### config.mk
export PLATFORM = sky130hd
export DESIGN_NAME = missile_pool_flat
export DESIGN_NICKNAME = d
export VERILOG_FILES = /design/src/rtl/missile_pool_if.sv /design/src/rtl/missile_pool.sv /design/src/flat_wrapper.sv
export SDC_FILE = /design/constraint.sdc
export NUM_CORES = 1
export LEC_CHECK = 0
export ABC_AREA = 1
export CORE_MARGIN = 4
export CORE_UTILIZATION = 56
export CTS_CLUSTER_SIZE = 25
export DETAILED_ROUTE_END_ITERATION = 8
export PLACE_DENSITY = 0.79
export SLEW_MARGIN = 20
export SYNTH_ARGS = -nofsm -noshare
export SYNTH_HDL_FRONTEND = slang
export SYNTH_SLANG_ARGS = --single-unit
### constraint.sdc
create_clock -name Clk -period 5 [get_ports Clk]
set_input_delay 1.25 -clock Clk [delete_from_list [all_inputs] [get_ports Clk]]
set_output_delay 1.25 -clock Clk [all_outputs]
set_load 0.03 [all_outputs]
### src/rtl/missile_pool_if.sv
// Launch handshake between enemy/boss fire logic (master) and the missile pool (slave).
interface missile_pool_if;
  logic       launch;
  logic [9:0] start_x;
  logic [9:0] start_y;
  logic       launch_ack;
  logic       launch_drop;

  modport master (output launch, start_x, start_y, input  launch_ack, launch_drop);
  modport slave  (input  launch, start_x, start_y, output launch_ack, launch_drop);
endinterface

### src/rtl/missile_pool.sv
// Pool of NUM_MSL falling missiles with one launch port and one pixel query.
// Optional feature: define MISSILE_DRAW_EXPLOSION_EN to draw exploding slots from a second ROM frame.
module missile_pool #(
  parameter int NUM_MSL     = 4,
  parameter int STEP_Y      = 5,
  parameter int GROUND_Y    = 400,
  parameter int SPR_W       = 8,
  parameter int SPR_H       = 20,
  parameter int EXPL_FRAMES = 16,
  parameter int ADDR_W      = 16
) (
  input  logic                Clk,
  input  logic                Reset,
  input  logic                frame_clk,
  missile_pool_if.slave       lp,
  input  logic [9:0]          DrawX,
  input  logic [9:0]          DrawY,
  output logic                is_missle,
  output logic [ADDR_W-1:0]   addr,
  output logic [NUM_MSL-1:0]  busy_mask,
  output logic                explode,
  output logic [9:0]          expl_x
);

  typedef enum logic [1:0] {
    S_IDLE    = 2'd0,
    S_FLY     = 2'd1,
    S_EXPLODE = 2'd2
  } slot_state_e;

  localparam int CNT_W = (EXPL_FRAMES > 1) ? $clog2(EXPL_FRAMES) : 1;
  localparam logic [10:0]       STEP_Y_W = 11'(STEP_Y);
  localparam logic [10:0]       GROUND_W = 11'(GROUND_Y);
  localparam logic [9:0]        GROUND_Y10 = 10'(GROUND_Y);
  localparam logic [CNT_W-1:0]  CNT_INIT = CNT_W'(EXPL_FRAMES - 1);
  localparam logic [9:0]        HALF_W   = 10'(SPR_W / 2);
  localparam logic [9:0]        HALF_H   = 10'(SPR_H / 2);
  localparam logic [9:0]        SPR_W_10 = 10'(SPR_W);
  localparam logic [9:0]        SPR_H_10 = 10'(SPR_H);
  localparam logic [ADDR_W-1:0] SPR_W_A  = ADDR_W'(SPR_W);
`ifdef MISSILE_DRAW_EXPLOSION_EN
  localparam logic [ADDR_W-1:0] FRAME_OFS = ADDR_W'(SPR_W * SPR_H);
`endif

  slot_state_e        state_q [NUM_MSL];
  slot_state_e        state_d [NUM_MSL];
  logic [9:0]         x_q     [NUM_MSL];
  logic [9:0]         x_d     [NUM_MSL];
  logic [9:0]         y_q     [NUM_MSL];
  logic [9:0]         y_d     [NUM_MSL];
  logic [CNT_W-1:0]   cnt_q   [NUM_MSL];
  logic [CNT_W-1:0]   cnt_d   [NUM_MSL];
  logic [10:0]        y_next  [NUM_MSL];

  logic               frame_clk_q, frame_clk_d;
  logic               tick_q, tick_d;
  logic               launch_ack_q, launch_ack_d;
  logic               launch_drop_q, launch_drop_d;
  logic               explode_q, explode_d;
  logic [9:0]         expl_x_q, expl_x_d;
  logic [NUM_MSL-1:0] busy_mask_q, busy_mask_d;

  logic [NUM_MSL-1:0] grant;
  logic               idle_seen;
  logic [NUM_MSL-1:0] enter_expl;

  logic [9:0]         dx     [NUM_MSL];
  logic [9:0]         dy     [NUM_MSL];
  logic [ADDR_W-1:0]  base   [NUM_MSL];
  logic [NUM_MSL-1:0] drawn;
  logic [NUM_MSL-1:0] hit;

  // Next-state logic: frame edge detect, lowest-idle allocation, per-slot FSMs, launch/explode status.
  always_comb begin
    frame_clk_d = frame_clk;
    tick_d      = frame_clk & ~frame_clk_q;

    // Eligibility uses registered state, so a slot freeing this cycle is not offered until next cycle.
    idle_seen = 1'b0;
    grant     = '0;
    for (int i = 0; i < NUM_MSL; i++) begin
      grant[i]  = (state_q[i] == S_IDLE) && !idle_seen;
      idle_seen = idle_seen | (state_q[i] == S_IDLE);
    end

    enter_expl = '0;
    for (int i = 0; i < NUM_MSL; i++) begin
      state_d[i] = state_q[i];
      x_d[i]     = x_q[i];
      y_d[i]     = y_q[i];
      cnt_d[i]   = cnt_q[i];
      y_next[i]  = {1'b0, y_q[i]} + STEP_Y_W;
      case (state_q[i])
        S_IDLE: begin
          if (lp.launch && grant[i]) begin
            state_d[i] = S_FLY;
            x_d[i]     = lp.start_x;
            y_d[i]     = lp.start_y;
          end else begin
            state_d[i] = S_IDLE;
          end
        end
        S_FLY: begin
          if (tick_q) begin
            if (y_next[i] >= GROUND_W) begin
              state_d[i]    = S_EXPLODE;
              y_d[i]        = GROUND_Y10;
              cnt_d[i]      = CNT_INIT;
              enter_expl[i] = 1'b1;
            end else begin
              y_d[i] = y_next[i][9:0];
            end
          end else begin
            state_d[i] = S_FLY;
          end
        end
        S_EXPLODE: begin
          if (tick_q) begin
            if (cnt_q[i] == '0) begin
              state_d[i] = S_IDLE;
            end else begin
              cnt_d[i] = cnt_q[i] - CNT_W'(1);
            end
          end else begin
            state_d[i] = S_EXPLODE;
          end
        end
        default: state_d[i] = S_IDLE;
      endcase
    end

    launch_ack_d  = lp.launch & idle_seen;
    launch_drop_d = lp.launch & ~idle_seen;
    explode_d     = |enter_expl;
    expl_x_d      = expl_x_q;
    for (int i = NUM_MSL - 1; i >= 0; i--) begin
      expl_x_d = enter_expl[i] ? x_q[i] : expl_x_d;
    end
    for (int i = 0; i < NUM_MSL; i++) begin
      busy_mask_d[i] = (state_d[i] != S_IDLE);
    end
  end

  // State and status registers; Reset aborts every slot without an explode pulse.
  always_ff @(posedge Clk) begin
    if (Reset) begin
      frame_clk_q   <= 1'b0;
      tick_q        <= 1'b0;
      launch_ack_q  <= 1'b0;
      launch_drop_q <= 1'b0;
      explode_q     <= 1'b0;
      expl_x_q      <= 10'd0;
      busy_mask_q   <= '0;
      for (int i = 0; i < NUM_MSL; i++) begin
        state_q[i] <= S_IDLE;
        x_q[i]     <= 10'd0;
        y_q[i]     <= 10'd0;
        cnt_q[i]   <= '0;
      end
    end else begin
      frame_clk_q   <= frame_clk_d;
      tick_q        <= tick_d;
      launch_ack_q  <= launch_ack_d;
      launch_drop_q <= launch_drop_d;
      explode_q     <= explode_d;
      expl_x_q      <= expl_x_d;
      busy_mask_q   <= busy_mask_d;
      for (int i = 0; i < NUM_MSL; i++) begin
        state_q[i] <= state_d[i];
        x_q[i]     <= x_d[i];
        y_q[i]     <= y_d[i];
        cnt_q[i]   <= cnt_d[i];
      end
    end
  end

  // Pixel query: sprite-relative offsets wrap mod 1024, lowest-index hitting slot supplies the address.
  always_comb begin
    is_missle = 1'b0;
    addr      = '0;
    for (int i = 0; i < NUM_MSL; i++) begin
      dx[i] = DrawX - x_q[i] + HALF_W;
      dy[i] = DrawY - y_q[i] + HALF_H;
`ifdef MISSILE_DRAW_EXPLOSION_EN
      drawn[i] = (state_q[i] == S_FLY) || (state_q[i] == S_EXPLODE);
      base[i]  = (state_q[i] == S_EXPLODE) ? FRAME_OFS : '0;
`else
      drawn[i] = (state_q[i] == S_FLY);
      base[i]  = '0;
`endif
      hit[i]    = drawn[i] && (dx[i] < SPR_W_10) && (dy[i] < SPR_H_10);
      addr      = (hit[i] && !is_missle)
                  ? (base[i] + ADDR_W'(dy[i]) * SPR_W_A + ADDR_W'(dx[i]))
                  : addr;
      is_missle = is_missle | hit[i];
    end
  end

  assign lp.launch_ack  = launch_ack_q;
  assign lp.launch_drop = launch_drop_q;
  assign explode        = explode_q;
  assign expl_x         = expl_x_q;
  assign busy_mask      = busy_mask_q;

endmodule

### src/flat_wrapper.sv
// flat-port wrapper written by rule: the top's interface ports become plain ports
module missile_pool_flat 
#(
  parameter int NUM_MSL     = 4,
  parameter int STEP_Y      = 5,
  parameter int GROUND_Y    = 400,
  parameter int SPR_W       = 8,
  parameter int SPR_H       = 20,
  parameter int EXPL_FRAMES = 16,
  parameter int ADDR_W      = 16
)
  (Clk, Reset, frame_clk, DrawX, DrawY, is_missle, addr, busy_mask, explode, expl_x, lp_launch, lp_start_x, lp_start_y, lp_launch_ack, lp_launch_drop);
  missile_pool_if lp_i ();
  input  logic Clk;
  input  logic Reset;
  input  logic frame_clk;
  input  logic [9:0] DrawX;
  input  logic [9:0] DrawY;
  output logic is_missle;
  output logic [ADDR_W-1:0] addr;
  output logic [NUM_MSL-1:0] busy_mask;
  output logic explode;
  output logic [9:0] expl_x;
  input wire logic [$bits(lp_i.launch)-1:0] lp_launch;
  input wire logic [$bits(lp_i.start_x)-1:0] lp_start_x;
  input wire logic [$bits(lp_i.start_y)-1:0] lp_start_y;
  output wire logic [$bits(lp_i.launch_ack)-1:0] lp_launch_ack;
  output wire logic [$bits(lp_i.launch_drop)-1:0] lp_launch_drop;
  assign lp_i.launch = lp_launch;
  assign lp_i.start_x = lp_start_x;
  assign lp_i.start_y = lp_start_y;
  assign lp_launch_ack = lp_i.launch_ack;
  assign lp_launch_drop = lp_i.launch_drop;
  missile_pool #(.NUM_MSL(NUM_MSL), .STEP_Y(STEP_Y), .GROUND_Y(GROUND_Y), .SPR_W(SPR_W), .SPR_H(SPR_H), .EXPL_FRAMES(EXPL_FRAMES), .ADDR_W(ADDR_W)) u_core (.Clk(Clk), .Reset(Reset), .frame_clk(frame_clk), .lp(lp_i), .DrawX(DrawX), .DrawY(DrawY), .is_missle(is_missle), .addr(addr), .busy_mask(busy_mask), .explode(explode), .expl_x(expl_x));
endmodule
# After elaboration in Yosys (flattened, before gate mapping)
# Memories as Yosys holds them, arrays and structs flattened.
# Cells that the tools add are included.
dict set report op_classes {
  add_sub_neg 28
  n_lt_le_gt_ge 12
  reduce_logical 38
  muxes 107
  eq_ne 8
  bitwise 27
}
# operator n
set op_table {}
lappend op_table {{10-bit two-way mux} 32}
lappend op_table {{4-bit two-way mux} 20}
lappend op_table {{10-bit case mux with 2 select lines} 4}
lappend op_table {{10-bit subtractor} 8}
lappend op_table {{16-bit two-way mux} 4}
lappend op_table {{13-bit by 10-bit adder with 14-bit output} 4}
lappend op_table {{10-bit by 3-bit adder with 11-bit output (second input constant)} 4}
lappend op_table {{11-bit by 9-bit greater-or-equal comparator with 1-bit output (second input constant)} 4}
lappend op_table {{10-bit by 3-bit adder with 10-bit output (second input constant)} 4}
lappend op_table {{10-bit by 4-bit adder with 10-bit output (second input constant)} 4}
lappend op_table {{10-bit by 4-bit less-than comparator with 1-bit output (second input constant)} 4}
lappend op_table {{10-bit by 5-bit less-than comparator with 1-bit output (second input constant)} 4}
lappend op_table {{2-bit two-way mux} 20}
lappend op_table {{4-bit case mux with 2 select lines} 4}
lappend op_table {{2-bit case mux with 3 select lines} 4}
lappend op_table {{1-bit OR} 22}
lappend op_table {{1-bit two-way mux} 19}
lappend op_table {{1-bit logical AND} 18}
lappend op_table {{4-bit zero test} 4}
lappend op_table {{4-bit by 1-bit subtractor with 4-bit output (second input constant)} 4}
lappend op_table {{2-bit by 1-bit == test with 1-bit output (second input constant)} 4}
lappend op_table {{2-bit == test (second input constant)} 4}
lappend op_table {{2-bit zero test} 4}
lappend op_table {{2-bit nonzero test} 4}
lappend op_table {{other kinds (5)} 13}
dict set report word_totals {
  memories 4
  out_inout_bits 34
  register_bits 19
  in_bits 44
  elab_cells 231
  mem_bits_rw 104
}
# memory depth width read_ports rd_clocked_by_memory_dff wr line
set mem_list {}
lappend mem_list {u_core.x_q 4 10 4 0 4 missile_pool.sv:47} ;# logic [9:0] x_q [NUM_MSL];
lappend mem_list {u_core.y_q 4 10 4 0 4 missile_pool.sv:49} ;# logic [9:0] y_q [NUM_MSL];
lappend mem_list {u_core.cnt_q 4 4 4 0 4 missile_pool.sv:51} ;# logic [CNT_W-1:0] cnt_q [NUM_MSL];
lappend mem_list {u_core.state_q 4 2 4 0 4 missile_pool.sv:45} ;# slot_state_e state_q [NUM_MSL];

# Depth between registers and ports, before layout
# Gate-level depths: netlist of the first run.
# An unclocked memory read counts as a cell.
dict set report depth {
  depth_word 11
  depth_mapped 23
  ltp_nobuf 23
}

# Least setup slack after synthesis of the first run
# Ideal clock, no wire load.
dict set report synth_timing {
  path_type {input to output}
  startpoint {input DrawX[1]}
  endpoint {output addr[9]}
  path_slack_ns -0.363
  t_required_ns 3.750
  arrival_ns 4.113
  stages 18
  n_path_buf 0
  path_cell_list {ha_1 -> ha_1 -> fa_1 -> inv_1 -> nand2_1 -> and2_1 -> ha_1 -> fa_1 -> a21oi_1 -> o21bai_1 -> a21oi_1 -> nor2_1 -> nor2_1 -> xor2_1 -> or2_1 -> nand3_1 -> nand3_1 -> nand2_1}
}
dict set report synth_via {
  elab_chain_cells 10
  elab_cells_between_ends 36
  cone_classes {12 x add/sub; 4 x order compare; 4 x mux; 2 x bitwise; 14 x reduce/logical}
}
# item line
set synth_rtl {}
lappend synth_rtl {{start: declaration} flat_wrapper.sv:17} ;# input logic [9:0] DrawX;
lappend synth_rtl {{10-bit subtractor} missile_pool.sv:182} ;# dx[i] = DrawX - x_q[i] + HALF_W;
lappend synth_rtl {{10-bit by 3-bit adder with 10-bit output} missile_pool.sv:182}
lappend synth_rtl {{10-bit by 4-bit less-than comparator with 1-bit output} missile_pool.sv:191} ;# hit[i] = drawn[i] && (dx[i] < SPR_W_10) && (dy[i] < SPR_H_10);
lappend synth_rtl {{1-bit logical AND (2 in series)} missile_pool.sv:191}
lappend synth_rtl {{1-bit zero test / 1-bit OR (equally long branches)} {missile_pool.sv:192, missile_pool.sv:195}}
lappend synth_rtl {{1-bit logical AND, or another cell as far along} missile_pool.sv:192} ;# addr = (hit[i] && !is_missle)
lappend synth_rtl {{16-bit two-way mux, or another cell as far along} missile_pool.sv:193} ;# ? (base[i] + ADDR_W'(dy[i]) * SPR_W_A + ADDR_W'(dx[i]))
lappend synth_rtl {{16-bit two-way mux / 1-bit logical AND (equally long branches)} {missile_pool.sv:193, missile_pool.sv:192}}
lappend synth_rtl {{16-bit two-way mux (*)} missile_pool.sv:193}
lappend synth_rtl {{end: declaration} flat_wrapper.sv:20} ;# output logic [ADDR_W-1:0] addr;
# Mark *: on every way between the ends. The rest lies on a longest branch, timed or not.

# Worst setup path after layout of the first run
dict set report layout_timing {
  startpoint {input DrawX[1]}
  endpoint {output addr[10]}
}
# Same word-level chain as after synthesis.

==> flow_summary.ini, run 1 <==
[pwr]
leakagePower_nw = 7.67
ir_drop_mv = 0.295
powerDensity_nw_per_um2 = 332

[timing]
finalClockSkew_ns = 0.0101
setup_tns_ns = -5.22
worstMarginPinSlew_ns = 0.859
fin_crit_ns = 5.48
slew_headroom_pct = 42.6
finalWorstSetupSlack_ns = -0.484
finalSetupViolations = 12
max_freq_mhz = 182
final_hold_viol_count = 0
rsz0062_at_grt = true
post-route-period-util_pct = 110
drv_slew = 0

[die]
coreArea_sq_um = 21100
rows = 53
fp.dieW_um = 155
dieArea_sq_um = 24000
io_pins = 78
start_util_pct = 57.2
die_y_um = 155

[place]
dp.final_hpwl_um = 30000
portBuffers = 72
post-place-ws_ns = -1.10
gp_congestion = 0.979

[synthesis]
yosysSeqAreaShare_pct = 20.4
netlist_area_sq_um = 12100
ys.flop_type = dfxtp_1
synth_area_per_cell_sq_um = 6.78
ys_seq_elements = 123
ys_warn_count = 0
syn_inst = 1780
synth_top_cell_area_share_pct = 20.4
ys_top_cells_by_area = dfxtp_1 20%, ha_1 18%, nand2_1 11%, inv_1 9.0%, a21oi_1 6.7%
synth_edf_count = 0
postSynth.asyncResetShare_pct = 0
synth_cell_type_count = 58
synth_top_cell_by_area = dfxtp_1

[cts]
clk_latency_ns = 0.43
cts_max_level = 4
clk_pin_slew_worst_paths_ns = 0.06
clockBufferDepth = 2
cts-buffers-inserted = 17
cts_hold_buffers = 0
cts_sinks = 123
tritoncts = done
cts_root_buffer = clkbuf_16

[final_layout]
layout_commonest_cell = nand2_1
layout.cells.most_common_list = 294 x nand2_1, 246 x inv_1, 215 x buf_4, 130 x a21oi_1, 123 x dfxtp_1
drive_gt1_share_pct = 30.0
final_nets = 2291
areaGrowthSynthToFinish_pct = 41.6
antenna-diode-count = 0

[worst_setup_path]
worstSetupPathType = input pin to primary output
cp-end-kind = primary output
critPathLaunchType = input pin
path_depth = 22
arrival_ns = 4.23
crit_required_ns = 3.75
critPathMaxFanout = 4
path_buf_inv = 5
path_cells = buf_12 > ha_4 > ha_4 > inv_2 > fa_2 > inv_2 > nand3_2 > nand2_2 > buf_6 > nand4_1 > nand3_1 > nand2_2 > ha_4 > nand2_2 > nor3_2 > nand2_1 > nand2_1 > nand2_1 > nand4_1 > nand2_1 > nand3b_1 > buf_6
crit_family = simple AND/OR/NAND/NOR gates
worst_r2r_path_depth = 14
path_common_cell = nand2_1
slowest_delay_ns = 0.41
crit_path_top_delay_cell = fa_2

[grt]
grt_antenna_before_repair = 0
first_global_vias = 13200
gr-total-overflow = 0
grt_pass1_wl_um = 65000
grt_max_degree = 51
grt_util_all_layers_pct = 33.3

[run_status]
violations = negative setup slack
status = finished, violations left

[hold_path]
min_path_type = register to register
whs_path_depth = 1

[drt]
viasPerCell = 5.91
drc = 0
wl_per_cell_um = 18.8
dr.first_iter.drc_count = 1322
drt_wl_total_um = 44100
first_pass_iters = 6
antenna_left = 0
vias = 13900

[flow_run]
cap_violations = 0
-- worst paths after layout --
check | startpoint | end | slack (ns)
worst max-delay path | DrawX[1] | addr[10] | -0.48
worst min-delay path | u_core.frame_clk_q | u_core.tick_q | 0.40
worst max register to register | u_core.y_q[1][1] | u_core.expl_x[2] | 1.54
worst min register to register | u_core.frame_clk_q | u_core.tick_q | 0.40
-- report_power, final --
part	internal (mW)	total (mW)	switching (mW)
Combinational	1.61	3.37	1.76
Sequential	1.03	1.08	0.0542
Clock	0.711	1.22	0.508
-- synthesized netlist by cell type, drive strengths merged, types with 5 or more instances --
| cell type | n |
|---|---|
| clkbuf | 24 |
| nand4 | 54 |
| a221oi | 6 |
| or2 | 19 |
| nand3b | 19 |
| dfxtp | 123 |
| nand2 | 354 |
| a21oi | 165 |
| inv | 295 |
| a31oi | 20 |
| xor2 | 56 |
| nand3 | 126 |
| xnor2 | 29 |
| nor2 | 106 |
| o21a | 6 |
| nor3 | 14 |
| fa | 12 |
| o21bai | 5 |
| and2 | 7 |
| o21ai | 106 |
| buf | 20 |
| o211ai | 18 |
| ha | 171 |
-- layer usage --
metal	share of wire, %	up-vias	GRT usage [%]
met5	0	-	0
met4	6.1	0	16.0
met3	8.2	222	5.65
met2	48	747	56.3
met1	38	6460	41.2
li1	-	6482	-
-- worst register-to-register path: cells and delay by family (launching register included) --
| family | cells | cell delay (ns) |
|---|---|---|
| AO/OA/AOI/OAI | 2 | 0.15 |
| XOR/XNOR | 1 | 0.20 |
| adder cells (fa/ha/maj) | 1 | 0.25 |
| flip-flops | 1 | 0.49 |
| AND/OR/NAND/NOR | 10 | 2.25 |
-- what timing repair did --
item / CTS / global route
setup endpoints to repair: 12 / 12
buffers inserted: 17 / 15
resized for setup: 257 / 146
gates cloned: 3 / 0
pin swaps: 98 / 117
-- per-stage QoR --
stage | power (mW) | hold WS, ns | cell area (sq um) | util (%) | std cells
finish | 5.68 | 0.399 | 17100 | 81.0 | 2352
global route | 5.97 | 0.430 | 17100 | 81.0 | 2352
CTS | 5.22 | 0.399 | 16300 | 77.5 | 2338
detailed placement | 3.70 | 0.388 | 14500 | 69.0 | 2286
global placement | 3.64 | 0.379 | 14500 | 69.0 | 2286
floorplan | 2.62 | 0.374 | 12200 | - | 1784
-- flip-flops by register name, summed over array words and instances, names as in the netlist --
name and count:
u_core.busy_mask 4, u_core.cnt_q 16, u_core.expl_x 10, u_core.explode 1, u_core.frame_clk_q 1, u_core.lp.launch_ack 1
u_core.lp.launch_drop 1, u_core.state_q 8, u_core.tick_q 1, u_core.x_q 40, u_core.y_q 40
-- final cells by class --
class | count | area, sq um
sequential | 123 | 2460
multi-input combinational | 1321 | 10000
clock buffer | 19 | 443
clock inverter | 13 | 134
timing repair buffer | 303 | 2520
tap | 275 | 344
timing repair inverter | 1 | 7.51
fill | 1335 | 4000
inverter | 297 | 1150
-- kinds of logic (layout without fill, tap and decap cells) --
group,count (synthesis),after routing,share of synthesized area (%)
AND/OR/NAND/NOR,704,705,26.6
AO/OA/AOI/OAI,343,343,15.8
buffers and inverters,341,633,11.1
adder cells (fa/ha/maj),183,183,19.7
flip-flops,123,123,20.4
XOR/XNOR,85,85,6.23
other,1,5,0.0311
Power figures use the tool's default switching activity.
==> run 2, diff against run 1 <==
--- a/config.mk
+++ b/config.mk
@@ -11,7 +11,7 @@
 export CTS_CLUSTER_SIZE = 25
 export DETAILED_ROUTE_END_ITERATION = 8
 export PLACE_DENSITY = 0.79
-export SLEW_MARGIN = 20
+export SLEW_MARGIN = 40
 export SYNTH_ARGS = -nofsm -noshare
 export SYNTH_HDL_FRONTEND = slang
 export SYNTH_SLANG_ARGS = --single-unit
==> flow_summary.ini, run 2 (synthesis gave the netlist of run 1 again) <==
[run_status]
status = finished, violations left
violations = negative setup slack

[worst_setup_path]
r2r-end = u_core.expl_x[2]
arrival_ns = 4.24
worstSetupPathType = input pin to primary output
reg2reg_from = u_core.y_q[1][1]
rrSetupSlack_ns = 1.73
worst_r2r_path_depth = 14
critPathLaunchType = input pin
cp-end-kind = primary output
crit_required_ns = 3.75
critPathMaxFanout = 5

[grt]
gr-total-overflow = 0
grt_antenna_before_repair = 0
first_global_vias = 13200
grt_util_all_layers_pct = 33.3
grt_max_degree = 51
grt_pass1_wl_um = 65000

[timing]
fin_crit_ns = 5.49
post-route-period-util_pct = 110
slew_headroom_pct = 42.4
worstMarginPinSlew_ns = 0.863
max_freq_mhz = 182
finalWorstSetupSlack_ns = -0.493
rsz0062_at_grt = true
timing.hold.ws_ns = 0.399
finalClockSkew_ns = 0.00998
final_hold_viol_count = 0
setup_tns_ns = -5.28
finalSetupViolations = 12
drv_slew = 0

[drt]
antenna_left = 0
wl_per_cell_um = 18.8
first_pass_iters = 7
dr.first_iter.drc_count = 1322
viasPerCell = 5.92
vias = 13900
drc = 0
drt_wl_total_um = 44100

[flow_run]
cap_violations = 0

[pwr]
powerDensity_nw_per_um2 = 332
p_int_mw = 3.35
p_clk_share_pct = 21.5
p_sw_mw = 2.32
ir_drop_mv = 0.294
p_sw_share_pct = 40.9
power_frac_comb_pct = 59.4
leakagePower_nw = 7.67
total_power_mw = 5.67
p_seq_share_pct = 19.1

[cts]
cts_max_level = 4
cts_sinks = 123
clockBufferDepth = 2
cts_hold_buffers = 0
clk_latency_ns = 0.43
tritoncts = done
cts-buffers-inserted = 17
clk_pin_slew_worst_paths_ns = 0.06
cts_root_buffer = clkbuf_16

[final_layout]
final_nets = 2291
layout_commonest_cell = nand2_1
antenna-diode-count = 0
drive_gt1_share_pct = 30.0
layout.cells.most_common_list = 294 x nand2_1, 246 x inv_1, 215 x buf_4, 130 x a21oi_1, 123 x dfxtp_1
post-route-util_pct = 81.0
reg_top3 = u_core.x_q x40, u_core.y_q x40, u_core.cnt_q x16
areaGrowthSynthToFinish_pct = 41.7

[die]
rows = 53
fp.dieW_um = 155
coreArea_sq_um = 21100
io_pins = 78
dieArea_sq_um = 24000
start_util_pct = 57.2
die_y_um = 155

[hold_path]
holdPathEnd = u_core.tick_q
whs_path_depth = 1
worstHoldStart = u_core.frame_clk_q
min_path_type = register to register

[place]
gp_congestion = 0.979
post-place-ws_ns = -1.10
dp.final_hpwl_um = 30000
portBuffers = 72
-- run 2: changes by cell type in the layout (fill, tap and decap cells not counted) --
cell / previous run / this run
nor2_2: 15 / 14
nor2_4: 6 / 7
-- run 2: power groups by stage --
stage	Clock [mW]	Sequential (mW)	Combinational, mW
final	1.22	1.08	3.37
after global routing	1.26	1.09	3.63
after CTS	1.22	1.08	2.92
after detailed placement	0	1.10	2.60
after global placement	0	1.10	2.55
after floorplan	0	1.09	1.53
-- run 2: cell type report --
cell class | count | area (sq um)
Clock buffer | 19 | 443
Clock inverter | 13 | 134
Fill cell | 1335 | 4000
Inverter | 297 | 1150
Multi-Input combinational cell | 1321 | 10000
Sequential cell | 123 | 2460
Tap cell | 275 | 344
Timing Repair Buffer | 303 | 2520
Timing Repair inverter | 1 | 7.51
-- run 2: worst max path at each step --
| stage | endpoint | startpoint | slack, ns |
|---|---|---|---|
| 6_report | addr[3] | DrawX[1] | -0.49 |
| 5_1_grt | addr[10] | DrawX[2] | -0.66 |
| 4_1_cts | addr[8] | DrawX[1] | -0.43 |
| 3_5_place_dp | addr[9] | DrawX[1] | -1.10 |
| 3_3_place_gp | addr[9] | DrawX[1] | -1.05 |
| 2_1_floorplan | addr[9] | DrawX[1] | -0.16 |
-- run 2: timing repair --
action,in CTS,in global routing
endpoints found under the setup margin,12,12
pin swaps,98,117
gates cloned,3,0
buffers inserted,17,15
gates resized for setup,257,146
-- run 2: metal layers --
metal  vias to the layer above  global-route usage, %  share of wire, %  routed length [um]
met5                         -                      0                 0                   0
met4                         0                   16.0               6.1                2690
met3                       220                   5.65               8.2                3620
met2                       756                   56.3                48               21000
met1                      6455                   41.2                38               16800
li1                       6483                      -                 -                   -
-- run 2: critical path: stages --
cell and delay [ns]:
buf_12 0.12, ha_4 0.24, ha_4 0.16, fa_2 0.40, nand3_2 0.08, nand2_2 0.07
xor2_1 0.19, buf_4 0.16, buf_4 0.10, nand2_1 0.05, nand3b_1 0.16, nor2_1 0.17
nand3_1 0.16, nor2_4 0.22, nand4_4 0.23, clkinvlp_4 0.20, nand2_2 0.08, nand2_2 0.08
buf_6 0.13
-- run 2: stage by stage --
stage	std cells	cell area (sq um)
after floorplan	1784	12200
after global placement	2286	14500
after detailed placement	2286	14500
after CTS	2338	16300
after global routing	2352	17100
final	2352	17100
==> run 3, diff against run 2 <==
--- a/config.mk
+++ b/config.mk
@@ -8,9 +8,11 @@
 export ABC_AREA = 1
 export CORE_MARGIN = 4
 export CORE_UTILIZATION = 56
+export CTS_CLUSTER_DIAMETER = 50
 export CTS_CLUSTER_SIZE = 25
 export DETAILED_ROUTE_END_ITERATION = 8
 export PLACE_DENSITY = 0.79
+export RECOVER_POWER = 100
 export SLEW_MARGIN = 40
 export SYNTH_ARGS = -nofsm -noshare
 export SYNTH_HDL_FRONTEND = slang
==> flow_summary.ini, run 3 (synthesis gave the netlist of run 1 again) <==
[timing]
max_freq_mhz = 182
post-route-period-util_pct = 110
timing.hold.ws_ns = 0.396
fin_crit_ns = 5.50
worstMarginPinSlew_ns = 2.21
finalClockSkew_ns = 0.00950
finalSetupViolations = 12
slew_headroom_pct = -47.3
finalWorstSetupSlack_ns = -0.497
drv_slew = 99
final_hold_viol_count = 0
rsz0062_at_grt = true

[drt]
drc = 0
top_layer_used = met4
met2_wirelength_um = 20900
first_pass_iters = 8
viasPerCell = 5.92
routed-wl-met3_um = 3810
wl_met1_um = 16700
drt_wl_total_um = 44200
dr.first_iter.drc_count = 1365
vias = 13900
antenna_left = 0
wl_per_cell_um = 18.8

[worst_setup_path]
critPathMaxFanout = 7
worstSetupPathType = input pin to primary output
rrSetupSlack_ns = 1.16
arrival_ns = 4.25
critPathLaunchType = input pin
cp-end-kind = primary output
reg2reg_from = u_core.y_q[1][1]
r2r-end = u_core.expl_x[2]
worst_r2r_path_depth = 14
crit_required_ns = 3.75

[place]
portBuffers = 72
gp_congestion = 0.979
place_area_sq_um = 14500
dp.final_hpwl_um = 30000
post-place-ws_ns = -1.10

[cts]
tritoncts = done
clk_pin_slew_worst_paths_ns = 0.06
clk_latency_ns = 0.43
cts_max_level = 4
cts_sinks = 123
cts-buffers-inserted = 17
clockBufferDepth = 2
cts_root_buffer = clkbuf_16

[final_layout]
antenna-diode-count = 0
areaGrowthSynthToFinish_pct = 41.4
reg_top3 = u_core.x_q x40, u_core.y_q x40, u_core.cnt_q x16
multi_input_area_sq_um = 10000
design_area_sq_um = 17100
seq_area_sq_um = 2460
drive_gt1_share_pct = 29.6
layout_commonest_cell = nand2_1
layout.cells.most_common_list = 295 x nand2_1, 246 x inv_1, 212 x buf_4, 131 x a21oi_1, 123 x dfxtp_1
num-fill-cells = 1340
final_nets = 2291

[die]
die_y_um = 155
dieArea_sq_um = 24000
rows = 53
fp.dieW_um = 155
coreArea_sq_um = 21100
start_util_pct = 57.2
io_pins = 78

[pwr]
powerDensity_nw_per_um2 = 333
ir_drop_mv = 0.293
leakagePower_nw = 7.71
total_power_mw = 5.68

[run_status]
status = finished, violations left
violations = max-capacitance violations, max-slew violations, negative setup slack

[grt]
grt_antenna_before_repair = 0
grt_util_all_layers_pct = 33.3
first_global_vias = 13200
grt_max_degree = 51
gr-total-overflow = 0
grt_pass1_wl_um = 65000

[hold_path]
whs_path_depth = 1
worstHoldStart = u_core.frame_clk_q
holdPathEnd = u_core.tick_q
min_path_type = register to register

[flow_run]
cap_violations = 2
## run 3: cell types whose count changed in the layout (fill, tap and decap cells not counted), sizes merged
cell	previous run	this run
clkbuf	22	26
buf	253	249
dlygate4sd3	0	18
clkdlybuf4s50	41	23
## run 3: final cells by class
type / count / area share [%]
inverter: 297 / 6.76
timing repair inverter: 1 / 0.0440
timing repair buffer: 303 / 14.7
clock inverter: 13 / 0.785
tap: 275 / 2.02
clock buffer: 19 / 2.60
multi-input combinational: 1321 / 58.6
sequential: 123 / 14.4
## run 3: through the flow
stage                     std cells  TNS [ns]  util, %
after floorplan                1784    -0.229        -
after global placement         2286    -10.48     69.0
after detailed placement       2286    -11.65     69.0
after CTS                      2338     -4.60     77.5
after global routing           2352     -6.75     80.9
final                          2352     -5.29     80.9
## run 3: worst max path at each step
stage / from / end / slack (ns) / cells past startpoint
2_1_floorplan: DrawX[1] / addr[9] / -0.16 / 18
3_3_place_gp: DrawX[1] / addr[9] / -1.05 / 20
3_5_place_dp: DrawX[1] / addr[9] / -1.10 / 20
4_1_cts: DrawX[1] / addr[8] / -0.43 / 19
5_1_grt: DrawX[2] / addr[10] / -0.66 / 22
6_report: DrawX[3] / addr[3] / -0.50 / 21
## run 3: timing repair
item,4_1_cts,5_1_grt
cloned,3,0
resized for setup,257,146
pin swaps,98,117
hold buffers,0,0
buffers inserted,17,15
setup endpoints to repair,12,12
## run 3: per-layer routing
layer / vias up / track usage [%]
met2: 776 / 56.3
met5: - / 0
met3: 230 / 5.65
met4: 0 / 16.0
li1: 6488 / -
met1: 6431 / 41.2
## run 3: critical path, stage by stage
cell and delay (ns):
clkbuf_4 0.19, ha_4 0.27, ha_4 0.30, nand2_1 0.06, nand2_1 0.10, inv_1 0.08
nand2_1 0.09, buf_4 0.11, nand3_1 0.08, nand2_1 0.08, nand2_1 0.08, nand2_2 0.15
nand2_2 0.09, nor3_4 0.24, nand4_4 0.21, buf_12 0.20, nand4_4 0.13, clkinvlp_4 0.20
nand2_2 0.12, nand2_2 0.07, buf_6 0.14
## run 3: where the power goes
part           total, mW  switching [mW]  internal [mW]  leakage [nW]
sequential          1.08          0.0545           1.03          1.00
combinational       3.37            1.76           1.61          6.43
clock               1.22           0.511          0.711         0.279
